==> src/rtl/word_lsb_serializer_pkg.sv <==
// Shared types for the word_lsb_serializer slice: FSM state encoding and default width.
// PAR is only reachable when SERIALIZER_PARITY_EN is defined.
package serializer_pkg;

    localparam int SER_DEF_WIDTH = 32;

    typedef enum logic [1:0] {
        IDLE  = 2'd0,
        SHIFT = 2'd1,
        PAR   = 2'd2
    } ser_state_e;

endpackage

==> src/rtl/word_lsb_serializer_if.sv <==
// Parallel-in / serial-out handshake bundle for word_lsb_serializer.
// slave is the serializer side, master is the upstream/downstream environment side.
interface word_lsb_serializer_if
    import serializer_pkg::*;
#(
    parameter int WIDTH = SER_DEF_WIDTH
) ();

    logic             in_valid;
    logic             in_ready;
    logic [WIDTH-1:0] in_data;
    logic             ser_valid;
    logic             ser_ready;
    logic             ser_data;
    logic             ser_last;
    logic             busy;

    modport master (
        output in_valid, in_data, ser_ready,
        input  in_ready, ser_valid, ser_data, ser_last, busy
    );

    modport slave (
        input  in_valid, in_data, ser_ready,
        output in_ready, ser_valid, ser_data, ser_last, busy
    );

endinterface

==> src/rtl/word_lsb_serializer_chk.sv <==
// Checker for the serializer: the bit counter must stay below WIDTH while shifting.
module ser_cnt_checker
    import serializer_pkg::*;
#(
    parameter int WIDTH = SER_DEF_WIDTH,
    parameter int CNT_W = 6
) (
    input logic             c,
    input logic             r,
    input ser_state_e       state,
    input logic [CNT_W-1:0] cnt
);

    a_cnt_in_range: assert property (@(posedge c) disable iff (r)
        !((state == SHIFT) && (cnt >= CNT_W'(WIDTH))));

endmodule

==> src/rtl/word_lsb_serializer_cnt.sv <==
// Bit counter for the serializer: synchronous clear has priority over increment,
// tc flags the final data bit so the FSM can leave SHIFT without cnt ever reaching WIDTH.
module ser_bit_counter #(
    parameter int CNT_W = 6,
    parameter int TERM  = 31
) (
    input  logic             c,
    input  logic             r,
    input  logic             clr,
    input  logic             inc,
    output logic [CNT_W-1:0] cnt,
    output logic             tc
);

    localparam logic [CNT_W-1:0] TERM_C = CNT_W'(TERM);

    logic [CNT_W-1:0] cnt_r;

    // Count register: clear on load or frame end, advance per accepted bit.
    always_ff @(posedge c or posedge r) begin
        if (r) begin
            cnt_r <= {CNT_W{1'b0}};
        end else if (clr) begin
            cnt_r <= {CNT_W{1'b0}};
        end else if (inc) begin
            cnt_r <= cnt_r + CNT_W'(1);
        end else begin
            cnt_r <= cnt_r;
        end
    end

    assign cnt = cnt_r;
    assign tc  = (cnt_r == TERM_C);

endmodule

==> src/rtl/word_lsb_serializer.sv <==
// LSB-first word serializer with valid/ready on both sides, one word in flight.
// Optional trailing even-parity bit when SERIALIZER_PARITY_EN is defined.
module word_lsb_serializer
    import serializer_pkg::*;
#(
    parameter int WIDTH = SER_DEF_WIDTH
) (
    input logic                  c,
    input logic                  r,
    word_lsb_serializer_if.slave bus
);

    localparam int CNT_W = $clog2(WIDTH + 1);

    ser_state_e       state_r;
    ser_state_e       state_s;
    logic [WIDTH-1:0] sreg_r;
    logic [CNT_W-1:0] cnt_s;
    logic             tc_s;
    logic             clr_s;
    logic             inc_s;
    logic             load_s;
    logic             shift_s;
    logic             ser_data_s;
    logic             ser_last_s;

`ifdef SERIALIZER_PARITY_EN
    logic parity_r;

    function automatic logic even_parity(input logic [WIDTH-1:0] d);
        return ^d;
    endfunction
`endif

    ser_bit_counter #(
        .CNT_W (CNT_W),
        .TERM  (WIDTH - 1)
    ) u_cnt (
        .c   (c),
        .r   (r),
        .clr (clr_s),
        .inc (inc_s),
        .cnt (cnt_s),
        .tc  (tc_s)
    );

    ser_cnt_checker #(
        .WIDTH (WIDTH),
        .CNT_W (CNT_W)
    ) u_chk (
        .c     (c),
        .r     (r),
        .state (state_r),
        .cnt   (cnt_s)
    );

    // Next-state and datapath control; the counter is cleared on the final bit rather than incremented.
    always_comb begin
        state_s = state_r;
        load_s  = 1'b0;
        clr_s   = 1'b0;
        inc_s   = 1'b0;
        shift_s = 1'b0;
        case (state_r)
            IDLE: begin
                if (bus.in_valid) begin
                    load_s  = 1'b1;
                    clr_s   = 1'b1;
                    state_s = SHIFT;
                end else begin
                    state_s = IDLE;
                end
            end
            SHIFT: begin
                if (bus.ser_ready) begin
                    shift_s = 1'b1;
                    if (tc_s) begin
                        clr_s = 1'b1;
`ifdef SERIALIZER_PARITY_EN
                        state_s = PAR;
`else
                        state_s = IDLE;
`endif
                    end else begin
                        inc_s = 1'b1;
                    end
                end else begin
                    state_s = SHIFT;
                end
            end
            PAR: begin
`ifdef SERIALIZER_PARITY_EN
                if (bus.ser_ready) begin
                    state_s = IDLE;
                end else begin
                    state_s = PAR;
                end
`else
                state_s = IDLE;
`endif
            end
            default: state_s = IDLE;
        endcase
    end

    // State register.
    always_ff @(posedge c or posedge r) begin
        if (r) begin
            state_r <= IDLE;
        end else begin
            state_r <= state_s;
        end
    end

    // Shift register: zeros enter at the MSB so sreg_r[0] is always the next bit out.
    always_ff @(posedge c or posedge r) begin
        if (r) begin
            sreg_r <= {WIDTH{1'b0}};
        end else if (load_s) begin
            sreg_r <= bus.in_data;
        end else if (shift_s) begin
            sreg_r <= {1'b0, sreg_r[WIDTH-1:1]};
        end else begin
            sreg_r <= sreg_r;
        end
    end

`ifdef SERIALIZER_PARITY_EN
    // Parity of the captured word, sent after the data bits.
    always_ff @(posedge c or posedge r) begin
        if (r) begin
            parity_r <= 1'b0;
        end else if (load_s) begin
            parity_r <= even_parity(bus.in_data);
        end else begin
            parity_r <= parity_r;
        end
    end
`endif

    // Serial outputs decoded from registered state only, so they stay put while stalled.
    always_comb begin
        ser_data_s = 1'b0;
        ser_last_s = 1'b0;
        case (state_r)
            SHIFT: begin
                ser_data_s = sreg_r[0];
`ifdef SERIALIZER_PARITY_EN
                ser_last_s = 1'b0;
`else
                ser_last_s = tc_s;
`endif
            end
            PAR: begin
`ifdef SERIALIZER_PARITY_EN
                ser_data_s = parity_r;
                ser_last_s = 1'b1;
`else
                ser_data_s = 1'b0;
                ser_last_s = 1'b0;
`endif
            end
            default: begin
                ser_data_s = 1'b0;
                ser_last_s = 1'b0;
            end
        endcase
    end

    assign bus.in_ready  = (state_r == IDLE);
    assign bus.busy      = (state_r != IDLE);
    assign bus.ser_valid = (state_r == SHIFT) || (state_r == PAR);
    assign bus.ser_data  = ser_data_s;
    assign bus.ser_last  = ser_last_s;

endmodule

==> src/flat_wrapper.sv <==
// flat-port wrapper written by rule: the top's interface ports become plain ports
module word_lsb_serializer_flat import serializer_pkg::*;
#(
    parameter int WIDTH = SER_DEF_WIDTH
)
  (c, r, bus_in_valid, bus_in_data, bus_ser_ready, bus_in_ready, bus_ser_valid, bus_ser_data, bus_ser_last, bus_busy);
  word_lsb_serializer_if #(.WIDTH(WIDTH)) bus_i ();
  input logic c;
  input logic r;
  input wire logic [$bits(bus_i.in_valid)-1:0] bus_in_valid;
  input wire logic [$bits(bus_i.in_data)-1:0] bus_in_data;
  input wire logic [$bits(bus_i.ser_ready)-1:0] bus_ser_ready;
  output wire logic [$bits(bus_i.in_ready)-1:0] bus_in_ready;
  output wire logic [$bits(bus_i.ser_valid)-1:0] bus_ser_valid;
  output wire logic [$bits(bus_i.ser_data)-1:0] bus_ser_data;
  output wire logic [$bits(bus_i.ser_last)-1:0] bus_ser_last;
  output wire logic [$bits(bus_i.busy)-1:0] bus_busy;
  assign bus_i.in_valid = bus_in_valid;
  assign bus_i.in_data = bus_in_data;
  assign bus_i.ser_ready = bus_ser_ready;
  assign bus_in_ready = bus_i.in_ready;
  assign bus_ser_valid = bus_i.ser_valid;
  assign bus_ser_data = bus_i.ser_data;
  assign bus_ser_last = bus_i.ser_last;
  assign bus_busy = bus_i.busy;
  word_lsb_serializer #(.WIDTH(WIDTH)) u_core (.c(c), .r(r), .bus(bus_i));
endmodule
==> config.mk <==
export PLATFORM = sky130hd
export DESIGN_NAME = word_lsb_serializer_flat
export DESIGN_NICKNAME = d
export VERILOG_FILES = /design/src/rtl/word_lsb_serializer_pkg.sv /design/src/rtl/word_lsb_serializer_if.sv /design/src/rtl/word_lsb_serializer_chk.sv /design/src/rtl/word_lsb_serializer_cnt.sv /design/src/rtl/word_lsb_serializer.sv /design/src/flat_wrapper.sv
export SDC_FILE = /design/constraint.sdc
export NUM_CORES = 1
export LEC_CHECK = 0
export BUFFER_PORTS_ARGS = -buffer_cell sky130_fd_sc_hd__buf_4
export CORE_MARGIN = 2
export CORE_UTILIZATION = 25
export DETAILED_ROUTE_END_ITERATION = 16
export GPL_TIMING_DRIVEN = 1
export PLACE_DENSITY = 0.54
export RECOVER_POWER = 25
export SYNTH_ARGS = -nofsm -noshare
export SYNTH_HDL_FRONTEND = slang
export SYNTH_SLANG_ARGS = --single-unit
==> constraint.sdc <==
create_clock -name c -period 3.49 [get_ports c]
set_input_delay 0.698 -clock c [delete_from_list [all_inputs] [get_ports c]]
set_output_delay 0.698 -clock c [all_outputs]
set_load 0.02 [all_outputs]
* Word level (Yosys, flattened, before mapping)
Index checks and enable logic that the tools add are counted.
** Word-level totals
- Flip-flop bits (word level) :: 40
- Bits in latches :: 0
- RAM bits :: 0
- ROM bits :: 0
- Input port bits :: 36
- Output and inout bits :: 5
- Logic and storage cells :: 33
- Memories kept :: 0
** Cells by class
- $add $sub $neg :: 1
- Multipliers :: 0
- Divide/modulo/power cells :: 0
- Order comparisons :: 0
- Equality and inequality tests :: 4
- Shift operators :: 0
- Mux-type cells :: 20
- Bitwise logic cells :: 0
- Reduce and logical (&&, ||, !) cells :: 5
** Operators with widths (number)
- 2-to-1 mux 32 bit :: 2
- 2-to-1 mux 1 bit :: 12
- 2-to-1 mux 6 bit :: 2
- adder 6 x 1 -> 6 bit, second input constant :: 1
- == test 6 x 5 -> 1 bit, second input constant :: 1
- nonzero test 2 bit :: 3
- 2-to-1 mux 2 bit :: 2
- one-hot mux 2 bit (2 select lines) :: 1
- inequality test 3 x 2 -> 1 bit, second input constant :: 1
- == test 2 x 1 -> 1 bit, second input constant :: 1
- == test 2 bit, second input constant :: 1
- zero test 2 bit :: 1
- one-hot mux 1 bit (2 select lines) :: 1
- logical OR 1 bit :: 1

* Depth between registers and ports, before layout
Gate-level depths: netlist of the first run.
- Depth in word-level cells :: 6
- Gate-level depth with buffers :: 6
- Depth with buffers taken out :: 4

* Hierarchy
A second synthesis of the first run with hierarchy kept.
** Unflattened totals
- Cell total of the unflattened synthesis :: 169
- Area total of the unflattened synthesis :: 2028.2 sq um
** Modules (own cells, without submodules)
- word_lsb_serializer :: times used 1, cells each 142, area each 1746.7 sq um
- ser_bit_counter :: times used 1, cells each 27, area each 281.5 sq um

* Least setup slack after synthesis of the first run
Ideal clock, no wire load.
- Kind :: reg-to-output
- From :: register u_core.u_cnt.cnt_r[0], in the netlist u_core.u_cnt.cnt[0]
- To :: output bus_ser_last
- Arrival time :: 1289 ps
- Data required time :: 2792 ps
- Setup slack :: 1503 ps
- Stages on the path, launching flop included :: 5
- Path through :: dfrtp_1 -> ha_1 -> nand2_1 -> or3_1 -> nor2_1
** On the way
- Word-level cells in the longest chain between the ends :: 2
** Ends and longest elaborated chain
- from (decl) :: line word_lsb_serializer_cnt.sv:17 : logic [CNT_W-1:0] cnt_r;
- from (signal assigned) :: line word_lsb_serializer_cnt.sv:22 : cnt_r <= {CNT_W{1'b0}};
- from (signal assigned) :: line word_lsb_serializer_cnt.sv:24 : cnt_r <= {CNT_W{1'b0}};
- from (signal assigned) :: line word_lsb_serializer_cnt.sv:26 : cnt_r <= cnt_r + CNT_W'(1);
- == test 6 x 5 -> 1 bit :: line word_lsb_serializer_cnt.sv:33 : assign tc = (cnt_r == TERM_C);
- 2-to-1 mux 1 bit :: line word_lsb_serializer.sv:145 : case (state_r)
- to (decl) :: line flat_wrapper.sv:16 : output wire logic [$bits(bus_i.ser_last)-1:0] bus_ser_last;
Every way passes these cells.

==> results of run 1 <==
[state kept, by name, indices dropped and copies added, names as in the netlist]
name,cells
u_core.sreg_r,32
u_core.state_r,1
u_core.u_cnt.cnt,6
[synthesized netlist by cell type (2+ instances only)]
master    count
dfrtp_1      39
a21oi_1      23
inv_1        23
nand2_1      21
o22ai_1      21
nor2_1        8
buf_2         7
mux2i_1       6
o21ai_1       6
a31oi_1       4
clkbuf_1      4
buf_4         2
nand3_1       2
nor3_1        2
[kinds of logic (layout without fill, tap and decap cells)]
kind of cell | after synthesis | count (layout) | synth area share, %
AO/OA/AOI/OAI | 59 | 59 | 19.73
AND/OR/NAND/NOR | 41 | 41 | 10.44
flip-flops | 39 | 39 | 55.75
buffers and inverters | 36 | 72 | 8.648
multiplexers | 7 | 7 | 4.217
adder cells (fa/ha/maj) | 1 | 1 | 0.7147
XOR/XNOR | 1 | 1 | 0.5004
[per-layer routing]
metal	vias up	share of wire, %	global-route usage, %
met3	2	6.2	4.618
li1	706	-	-
met5	-	0	0
met4	0	0.42	2.517
met1	652	48	14.42
met2	30	45	16.18
[worst max-delay path: stages]
cell	delay, ns
clkbuf_4	0.10
inv_1	0.04
clkbuf_1	1.50
[power by group]
group / internal, W / total, W / switching [W]
combinational: 0.000185 / 0.000381 / 0.000197
clock: 0.000133 / 0.000277 / 0.000144
sequential: 0.000627 / 0.000731 / 0.000104
[layout make-up]
class | count | share of cell area, %
Timing Repair Buffer | 43 | 14.52
Tap cell | 96 | 5.467
Clock buffer | 6 | 3.303
Inverter | 23 | 3.929
Sequential cell | 39 | 44.42
Multi-Input combinational cell | 109 | 28.36
[worst max-delay path by stage]
stage / to / slack (ns)
finish: u_core.sreg_r[14] / 1.10
global route: u_core.sreg_r[12] / 0.52
CTS: bus_ser_last / 1.12
detailed placement: u_core.sreg_r[14] / 1.36
global placement: u_core.sreg_r[12] / 1.43
floorplan: bus_ser_last / 1.50
[stage by stage]
stage               hold slack [ns]  cells  instance area [um^2]  power, W  utilization, %
floorplan                    0.4453    184                  1750  0.001006               -
global placement             0.4707    310                  2128  0.001114           31.33
detailed placement           0.4797    310                  2128  0.001125           31.33
CTS                          0.4899    316                  2201  0.001411           32.39
global route                 0.5064    316                  2197  0.001510           32.34
finish                       0.4790    316                  2197  0.001389           32.34
==> out/metrics.csv, run 1 <==
stage,metric,value,unit
run_status,status,finished with violations,
run_status,failing checks,"capacitance limit, slew limit",
route,via count,1390,
route,drt total wl,3839,um
timing,final setup fails,0,
global_route,largest net degree at the start of global routing,40,
pwr,Max VDD drop,224.5,uV
synthesis,sequential-to-total area share from yosys stat,55.75,%
worst_setup_path,R2R Setup Slk,1.58,ns
flow_run,Max-cap violations,1,
synthesis,Syn Std Cell Area,0.001750,mm^2
route,post-DR wirelength/cell,12.15,um
timing,final hold vios,0,
route,Iter 0 DRT Violations,78,
die,CORE AREA,0.006794,mm^2
worst_setup_path,CP Max Fanout,39,
route,vias per cell,4.399,
pwr,leakage,1.050,nW
global_route,initial antenna violation count,0,
timing,Fmax,0.4176,GHz
route,DRT Pass-1 Iters,4,
clocking,cts bufs inserted,5,
clocking,CTS Buffer Depth,2,
global_route,first-pass GRT wire length,6396,um
clocking,clk_lat worst skew,0.28,ns
clocking,Post-CTS Setup Bufs,0,
global_route,GRT Util Overall,10.77,%
worst_setup_path,Crit. Startpoint,r,
synthesis,#FFs+latches synth,39,
final_layout,Ant. Diodes,0,
die,die area,0.007687,mm^2
timing,final setup TNS,0,ns
synthesis,post-synthesis net count,221,
die,die width,87.68,um
final_layout,most frequent cells in the layout,"buf_4 (41), dfrtp_1 (39), inv_1 (23), a21oi_1 (23)",
global_route,"Remaining Overflow, GRT",0,
final_layout,share of layout cells above drive strength 1,22.27,%
synthesis,Cells after Synth,184,
synthesis,post-synth cell types,30,
final_layout,Reg area,975.9,um^2
clocking,Root Driver,clkbuf_8,
worst_setup_path,launch point of the worst reg-to-reg path,u_core.state_r[0],
worst_setup_path,Setup CP Type,in -> async,
worst_setup_path,"Arr. time, crit path",2.36,ns
placed_design,DP Wirelength,2550,um
placed_design,GPL Wtd Cong,0.6983,
synthesis,number of synthesized flops with an enable pin,0,
timing,relative slew slack,-41.01,%
global_route,vias in the first global route,1340,
clocking,post-cts sizing count,0,
synthesis,Async SR Flop Fraction,100.0,%
timing,final setup margin,1.095,ns
clocking,Sink Count,39,
placed_design,port bufs,40,
clocking,H-tree depth,2,
timing,fin crit share,68.62,%
timing,RSZ-0062 raised after global routing,false,
die,I/O pin total,41,
clocking,hold buffer count at cts,0,
worst_hold_path,hold path start,u_core.u_cnt.cnt[4],
synthesis,most area-hungry cell type in the Yosys netlist,dfrtp_1,
pwr,PD cells,632.2,mW/mm^2
synthesis,top_reg_cell synth,dfrtp_1,
worst_hold_path,Worst Hold Depth,1,
die,Rows,30,
clocking,clock tree from TritonCTS,built,
synthesis,Ys Warns,0,
final_layout,# nets final,258,
final_layout,Multi-input gate area,623.1,um^2
synthesis,synthesized area per cell,9.513,um^2
clocking,Worst-path clk slew,0.07,ns
worst_setup_path,reg2reg end,u_core.sreg_r[28],
timing,crit path time final,2.395,ns
final_layout,Fill cells,711,
worst_setup_path,Worst Path Required,3.46,ns
worst_setup_path,R2R depth,3,
die,Initial Util,25.76,%
worst_setup_path,startpoint types,primary input,
route,DRC Markers,0,
timing,Final Skew,0.003271,ns
timing,"Slew Viols, Final",40,
placed_design,pre-CTS WS,1.356,ns
final_layout,Layout area overhead,25.52,%
synthesis,synth top area cells,"dfrtp_1 (56%), o22ai_1 (7.5%), a21oi_1 (6.6%), inv_1 (4.9%), nand2_1 (4.5%)",
final_layout,"commonest non-fill, non-tap cell in the layout",buf_4,
route,"antenna viol nets, final",0,
die,height of the die,87.68,um
timing,Least-Margin Pin Slew,2.115,ns
synthesis,share of the synthesized area in the top cell type,55.75,%
worst_hold_path,WHS Endpoint,u_core.u_cnt.cnt[4],
worst_setup_path,critical path endpoint category,async pin,
worst_hold_path,hold crit path type,reg -> reg,
(Power assumes the default switching activity.)
==> run 2, diff against run 1 <==
--- a/config.mk
+++ b/config.mk
@@ -5,12 +5,13 @@
 export SDC_FILE = /design/constraint.sdc
 export NUM_CORES = 1
 export LEC_CHECK = 0
+export ABC_AREA = 1
 export BUFFER_PORTS_ARGS = -buffer_cell sky130_fd_sc_hd__buf_4
 export CORE_MARGIN = 2
 export CORE_UTILIZATION = 25
 export DETAILED_ROUTE_END_ITERATION = 16
 export GPL_TIMING_DRIVEN = 1
-export PLACE_DENSITY = 0.54
+export PLACE_DENSITY = 0.56
 export RECOVER_POWER = 25
 export SYNTH_ARGS = -nofsm -noshare
 export SYNTH_HDL_FRONTEND = slang
==> constraint.sdc (replaced) <==
create_clock -name c -period 2.2 [get_ports c]
set_input_delay 0.44 -clock c [delete_from_list [all_inputs] [get_ports c]]
set_output_delay 0.44 -clock c [all_outputs]
set_load 0.02 [all_outputs]
==> out/metrics.csv, run 2 <==
stage,metric,value,unit,change
final_layout,Fill cells,712,,+0.14%
pwr,switching share of power,31.42,%,-0.57 points
route,Iter 0 DRT Violations,110,,+41%
die,CORE AREA,0.006756,mm^2,-0.55%
route,DRC Markers,0,,unchanged
worst_setup_path,startpoint types,register,,
worst_setup_path,"Arr. time, crit path",1.46,ns,-0.90 ns
pwr,clock share of power,23.4,%,+3.5 points
placed_design,GPL Wtd Cong,0.7365,,+5.5%
synthesis,Async SR Flop Fraction,100.0,%,unchanged
synthesis,Ys Warns,0,,unchanged
placed_design,DP Wirelength,2747,um,+7.7%
timing,RSZ-0062 raised after global routing,false,,
final_layout,"commonest non-fill, non-tap cell in the layout",nor2_1,,
synthesis,post-synth cell types,19,,-37%
clocking,Post-CTS Setup Bufs,0,,unchanged
timing,final setup TNS,0,ns,unchanged
die,height of the die,87.17,um,-0.58%
clocking,Worst-path clk slew,0.08,ns,about the same
route,via count,1465,,+5.4%
global_route,vias in the first global route,1439,,+7.4%
final_layout,share of layout cells above drive strength 1,23.05,%,+0.77 points
clocking,clk_lat worst skew,0.29,ns,about the same
synthesis,top-count cell post-synth,nor2_1,,
clocking,clock tree from TritonCTS,built,,
worst_setup_path,Setup CP Type,reg -> out,,
worst_setup_path,CP bufs+invs,1,,-2
route,vias per cell,4.536,,+3.1%
global_route,GRT Util Overall,11.45,%,+0.68 points
worst_setup_path,CP cell instances,"ha_1, nand2_1, nor2_1, nand2_1, nor2_1, buf_4",,
placed_design,number of instances in the placed design,315,,+1.6%
clocking,post-cts sizing count,0,,unchanged
final_layout,Ant. Diodes,0,,unchanged
timing,Least-Margin Pin Slew,0.9689,ns,-1.146 ns
final_layout,# nets final,279,,+8.1%
die,Rows,30,,unchanged
global_route,"Remaining Overflow, GRT",0,,unchanged
final_layout,final cell count without fillers,323,,+2.2%
synthesis,number of synthesized flops with an enable pin,0,,unchanged
timing,Fmax,0.5267,GHz,
synthesis,synthesized area per cell,8.689,um^2,-8.7%
pwr,Sequential Power Share,53.2,%,+0.6 points
placed_design,port bufs,40,,unchanged
run_status,status,"complete, no violations",,
pwr,PD cells,914.4,mW/mm^2,+45%
clocking,CTS Buffer Depth,2,,unchanged
synthesis,Syn Std Cell Area,0.001729,mm^2,-1.2%
route,post-DR wirelength/cell,12.49,um,+2.8%
synthesis,top_reg_cell synth,dfrtp_1,,
global_route,initial antenna violation count,0,,unchanged
route,"antenna viol nets, final",0,,unchanged
route,drt total wl,4033,um,+5.1%
synthesis,"top cells by count, synth","nor2_1 (48), dfrtp_1 (39), nand2_1 (27)",,
synthesis,most area-hungry cell type in the Yosys netlist,dfrtp_1,,
clocking,Root Driver,clkbuf_8,,
die,die area,0.007598,mm^2,-1.2%
final_layout,Layout area overhead,26.84,%,
die,die width,87.17,um,-0.58%
synthesis,sequential-to-total area share from yosys stat,56.44,%,+0.69 points
clocking,hold buffer count at cts,0,,unchanged
worst_setup_path,CP Max Fanout,4,,-90%
worst_setup_path,critical path endpoint category,output pin,,
timing,final hold vios,0,,unchanged
flow_run,Max-cap violations,0,,-1
global_route,largest net degree at the start of global routing,40,,unchanged
timing,Final Skew,0.008021,ns,+0.004750 ns
synthesis,synth top area cells,"dfrtp_1 (56%), nor2_1 (10%), o22ai_1 (9.0%), nand2_1 (5.9%), a21oi_1 (3.5%)",,
pwr,Max VDD drop,272.5,uV,+21%
global_route,first-pass GRT wire length,6748,um,+5.5%
timing,fin crit share,86.29,%,
final_layout,Biggest register,u_core.sreg_r,,
worst_setup_path,Worst Path Required,1.76,ns,-1.70 ns
timing,crit path time final,1.898,ns,
final_layout,most frequent cells in the layout,"nor2_1 (48), buf_4 (43), dfrtp_1 (39), nand2_1 (27), o22ai_1 (25)",,
placed_design,pre-CTS WS,0.6105,ns,-0.7452 ns
pwr,Logic pwr share,23.5,%,-4.0 points
clocking,cts bufs inserted,5,,unchanged
clocking,H-tree depth,2,,unchanged
synthesis,Cells after Synth,199,,+8.2%
pwr,Internal Power,0.001375,W,+46%
worst_hold_path,hold crit path type,in -> reg,,
route,DRT Pass-1 Iters,4,,unchanged
timing,final setup fails,0,,unchanged
synthesis,post-synthesis net count,236,,+6.8%
pwr,Net Sw Power,0.0006302,W,+42%
synthesis,#FFs+latches synth,39,,unchanged
timing,relative slew slack,35.41,%,+76 points
timing,"Slew Viols, Final",0,,-100%
worst_setup_path,Critical Path Max Stage Delay,0.39,ns,-1.11 ns
die,I/O pin total,41,,unchanged
worst_setup_path,CP max-delay cell,dfrtp_1,,
final_layout,Largest register FFs,32,,unchanged
timing,final setup margin,0.3015,ns,-0.7937 ns
synthesis,share of the synthesized area in the top cell type,56.44,%,+0.69 points
die,Initial Util,25.59,%,-0.17 points
pwr,leakage,1.002,nW,-4.6%
clocking,Sink Count,39,,unchanged
worst_setup_path,Crit path max-delay family,simple AND/OR/NAND/NOR gates,,
-- run 2: power by group through the flow --
stage / combinational [W] / clock, W / sequential, W
4_1_cts: 0.000481 / 0.000485 / 0.00107
3_5_place_dp: 0.000481 / 0 / 0.00108
3_3_place_gp: 0.000469 / 0 / 0.00107
5_1_grt: 0.000548 / 0.000519 / 0.00110
2_1_floorplan: 0.000345 / 0 / 0.00105
6_report: 0.000471 / 0.000469 / 0.00107
-- run 2: path summary, 6_finish.rpt --
| kind | end | slack [ns] | start | depth (start not counted) |
|---|---|---|---|---|
| max | bus_ser_last | 0.30 | u_core.u_cnt.cnt[0] | 6 |
| min | u_core.sreg_r[31] | 0.36 | bus_in_data[31] | 3 |
| max reg2reg | u_core.u_cnt.cnt[3] | 0.71 | u_core.state_r[0] | 6 |
| min reg2reg | u_core.sreg_r[30] | 0.49 | u_core.sreg_r[30] | 2 |
| max in group asynchronous | u_core.sreg_r[25] | 1.16 | r | 3 |
| min in group asynchronous | u_core.sreg_r[8] | 0.44 | r | 3 |
-- run 2: kinds of logic after synthesis --
logic type      after synthesis  synth area share [%]
compound gates               48                 16.14
xor+xnor                      1                0.5066
fa+ha+maj                     1                0.7235
buf+inv                      25                 6.512
flops                        39                 56.44
simple gates                 85                 19.68
-- run 2: final cells by class --
| cell class | instances | area, um^2 | area share, % |
|---|---|---|---|
| flip-flops and latches | 39 | 975.9 | 44.50 |
| multi-input cells | 135 | 640.6 | 29.21 |
| repair buffers | 45 | 335.3 | 15.29 |
| well taps | 80 | 100.1 | 4.564 |
| clock buffers | 7 | 76.32 | 3.480 |
| inverters | 16 | 60.06 | 2.738 |
| clock inverters | 1 | 5.005 | 0.2282 |
-- run 2: tightest hold or removal path, cell delays in order --
cell	delay, ns
buf_4	0.07
nand2_1	0.04
o21ai_1	0.06
-- run 2: metal layers --
metal,share of wire (%),track usage (%),vias up
li1,-,-,749
met2,46,17.70,25
met1,50,15.71,684
met4,1.7,5.035,0
met3,2.9,1.991,7
met5,0,0,-
-- run 2: per-stage QoR --
step	instance area, um^2	hold WS, ns	total power (W)	utilization [%]
floorplan	1729	0.4479	0.001390	-
global placement	2115	0.4681	0.001543	31.30
detailed placement	2115	0.4732	0.001559	31.30
CTS	2196	0.2865	0.002034	32.50
global route	2193	0.3624	0.002162	32.46
finish	2193	0.3636	0.002006	32.46
==> run 3, diff against run 2 <==
--- a/config.mk
+++ b/config.mk
@@ -13,6 +13,7 @@
 export GPL_TIMING_DRIVEN = 1
 export PLACE_DENSITY = 0.56
 export RECOVER_POWER = 25
+export REMOVE_ABC_BUFFERS = 1
 export SYNTH_ARGS = -nofsm -noshare
 export SYNTH_HDL_FRONTEND = slang
 export SYNTH_SLANG_ARGS = --single-unit
==> out/metrics.csv, run 3 (synthesized netlist as in run 2, its figures left out) <==
stage,metric,value,unit,change
placed_design,pre-CTS WS,0.6526,ns,+0.04202 ns
route,post-DR wirelength/cell,12.85,um,+2.9%
timing,final setup TNS,0,ns,unchanged
pwr,Internal Power,0.001482,W,+7.8%
clocking,H-tree depth,2,,unchanged
pwr,Sequential Power Share,50.7,%,-2.5 points
worst_setup_path,Setup CP Type,reg -> out,,
global_route,initial antenna violation count,0,,unchanged
flow_run,Max-cap violations,0,,unchanged
timing,Final Skew,0.01078,ns,+0.002763 ns
route,drt total wl,4126,um,+2.3%
route,DRC Markers,0,,unchanged
worst_setup_path,CP cell instances,"ha_1, nand2_1, nor2_1, nand2_1, nor2_1, buf_4",,
pwr,PD cells,951.5,mW/mm^2,+4.1%
placed_design,GPL Wtd Cong,0.7454,,+1.2%
final_layout,Layout area overhead,27.64,%,
worst_setup_path,startpoint types,register,,
final_layout,"commonest non-fill, non-tap cell in the layout",nor2_1,,
final_layout,# nets final,278,,-0.36%
clocking,post-cts sizing count,0,,unchanged
die,Initial Util,25.59,%,unchanged
placed_design,port bufs,40,,unchanged
timing,crit path time final,1.847,ns,-0.05139 ns
timing,final hold vios,0,,unchanged
worst_setup_path,Worst Path Required,1.76,ns,about the same
run_status,status,"complete, no violations",,
clocking,Worst-path clk slew,0.08,ns,about the same
clocking,Root Driver,clkbuf_8,,
pwr,leakage,1.007,nW,+0.42%
timing,relative slew slack,34.70,%,-0.71 points
route,met3 wire length,223,um,+89%
clocking,cts bufs inserted,5,,unchanged
route,DR top layer,met3,,
timing,Fmax,0.5414,GHz,+2.8%
final_layout,most frequent cells in the layout,"nor2_1 (48), buf_4 (42), dfrtp_1 (39), nand2_1 (27), o22ai_1 (25)",,
route,met1 wire length,1961,um,-2.3%
placed_design,DP Wirelength,2824,um,+2.8%
pwr,Net Sw Power,0.0006178,W,-2.0%
route,DR WL met2,1940,um,+5.6%
final_layout,Largest register FFs,32,,unchanged
worst_setup_path,Crit path max-delay family,simple AND/OR/NAND/NOR gates,,
clocking,CTS Buffer Depth,2,,unchanged
timing,fin crit share,83.96,%,-2.3 points
worst_setup_path,CP max-delay cell,dfrtp_1,,
global_route,vias in the first global route,1561,,+8.5%
global_route,largest net degree at the start of global routing,40,,unchanged
clocking,clk_lat worst skew,0.28,ns,about the same
clocking,hold buffer count at cts,0,,unchanged
die,CORE AREA,0.006756,mm^2,unchanged
timing,RSZ-0062 raised after global routing,false,,
timing,final setup fails,0,,unchanged
timing,"Slew Viols, Final",0,,unchanged
clocking,clock tree from TritonCTS,built,,
route,"antenna viol nets, final",0,,unchanged
worst_setup_path,CP Max Fanout,4,,unchanged
pwr,Logic pwr share,22.1,%,-1.4 points
worst_setup_path,critical path endpoint category,output pin,,
die,Rows,30,,unchanged
worst_setup_path,"Arr. time, crit path",1.41,ns,-0.05 ns
final_layout,Ant. Diodes,0,,unchanged
global_route,"Remaining Overflow, GRT",0,,unchanged
worst_hold_path,hold crit path type,in -> reg,,
pwr,Power Total,0.002100,W,+4.7%
final_layout,Biggest register,u_core.sreg_r,,
die,I/O pin total,41,,unchanged
worst_setup_path,CP bufs+invs,1,,unchanged
route,Iter 0 DRT Violations,88,,-20%
route,vias per cell,4.639,,+2.3%
worst_setup_path,Critical Path Max Stage Delay,0.39,ns,about the same
global_route,GRT Util Overall,11.71,%,+0.27 points
route,via count,1489,,+1.6%
final_layout,final cell count without fillers,321,,-0.62%
timing,final setup margin,0.3529,ns,+0.05139 ns
pwr,Max VDD drop,416.1,uV,+53%
final_layout,share of layout cells above drive strength 1,22.82,%,-0.22 points
pwr,clock share of power,27.2,%,+3.8 points
die,die area,0.007598,mm^2,unchanged
route,DRT Pass-1 Iters,4,,unchanged
timing,Least-Margin Pin Slew,0.9796,ns,+0.01064 ns
final_layout,Fill cells,738,,+3.7%
die,die width,87.17,um,unchanged
die,height of the die,87.17,um,unchanged
global_route,first-pass GRT wire length,7065,um,+4.7%
placed_design,number of instances in the placed design,314,,-0.32%
pwr,switching share of power,29.42,%,-2.0 points
clocking,Sink Count,39,,unchanged
clocking,Post-CTS Setup Bufs,0,,unchanged
-- run 3: cell types whose count changed in the layout (fill, tap and decap cells not counted) --
cell,previous run,this run
bufinv_16,0,1
clkinv_2,1,0
clkbuf_1,2,1
buf_4,43,42
-- run 3: worst paths after layout --
kind,startpoint,to,slack (ns),depth (start not counted)
worst min-delay path,bus_in_data[31],u_core.sreg_r[31],0.37,3
worst max-delay path,u_core.u_cnt.cnt[0],bus_ser_last,0.35,6
min in group asynchronous,r,u_core.sreg_r[8],0.46,3
worst min register to register,u_core.sreg_r[30],u_core.sreg_r[30],0.50,2
worst max register to register,u_core.state_r[0],u_core.sreg_r[1],0.68,5
max in group asynchronous,r,u_core.sreg_r[17],1.13,3
-- run 3: layout make-up --
cell class	count	area [um^2]	area share (%)
Clock buffer	6	72.57	3.288
Timing Repair Buffer	44	327.8	14.85
Sequential cell	39	975.9	44.22
Multi-Input combinational cell	135	640.6	29.02
Clock inverter	1	30.03	1.361
Tap cell	80	100.1	4.535
Inverter	16	60.06	2.721
-- run 3: metrics by stage --
step	util, %	area (um^2)	hold WS [ns]
after floorplan	-	1677	0.4479
after global placement	31.19	2107	0.4681
after detailed placement	31.19	2107	0.4785
after CTS	32.70	2210	0.2887
after global routing	32.67	2207	0.3710
final	32.67	2207	0.3710
-- run 3: worst register-to-register path, stage by stage, from the launching register on --
cell     delay [ns]
dfrtp_1        0.47
inv_2          0.11
nand2_2        0.07
nand2_4        0.32
inv_1          0.25
a22oi_1        0.22
-- run 3: power groups by stage --
stage                     registers, W  logic, W  clock network [W]
after detailed placement       0.00108  0.000475                  0
after global placement         0.00107  0.000462                  0
final                          0.00106  0.000465           0.000571
after CTS                      0.00107  0.000476           0.000589
after global routing           0.00109  0.000549           0.000624
after floorplan                0.00105  0.000332                  0
-- run 3: per-layer routing --
layer | global-route usage [%] | up-vias
met5 | 0 | -
met3 | 3.223 | 0
met1 | 15.46 | 702
met4 | 2.098 | 0
li1 | - | 753
met2 | 19.50 | 34
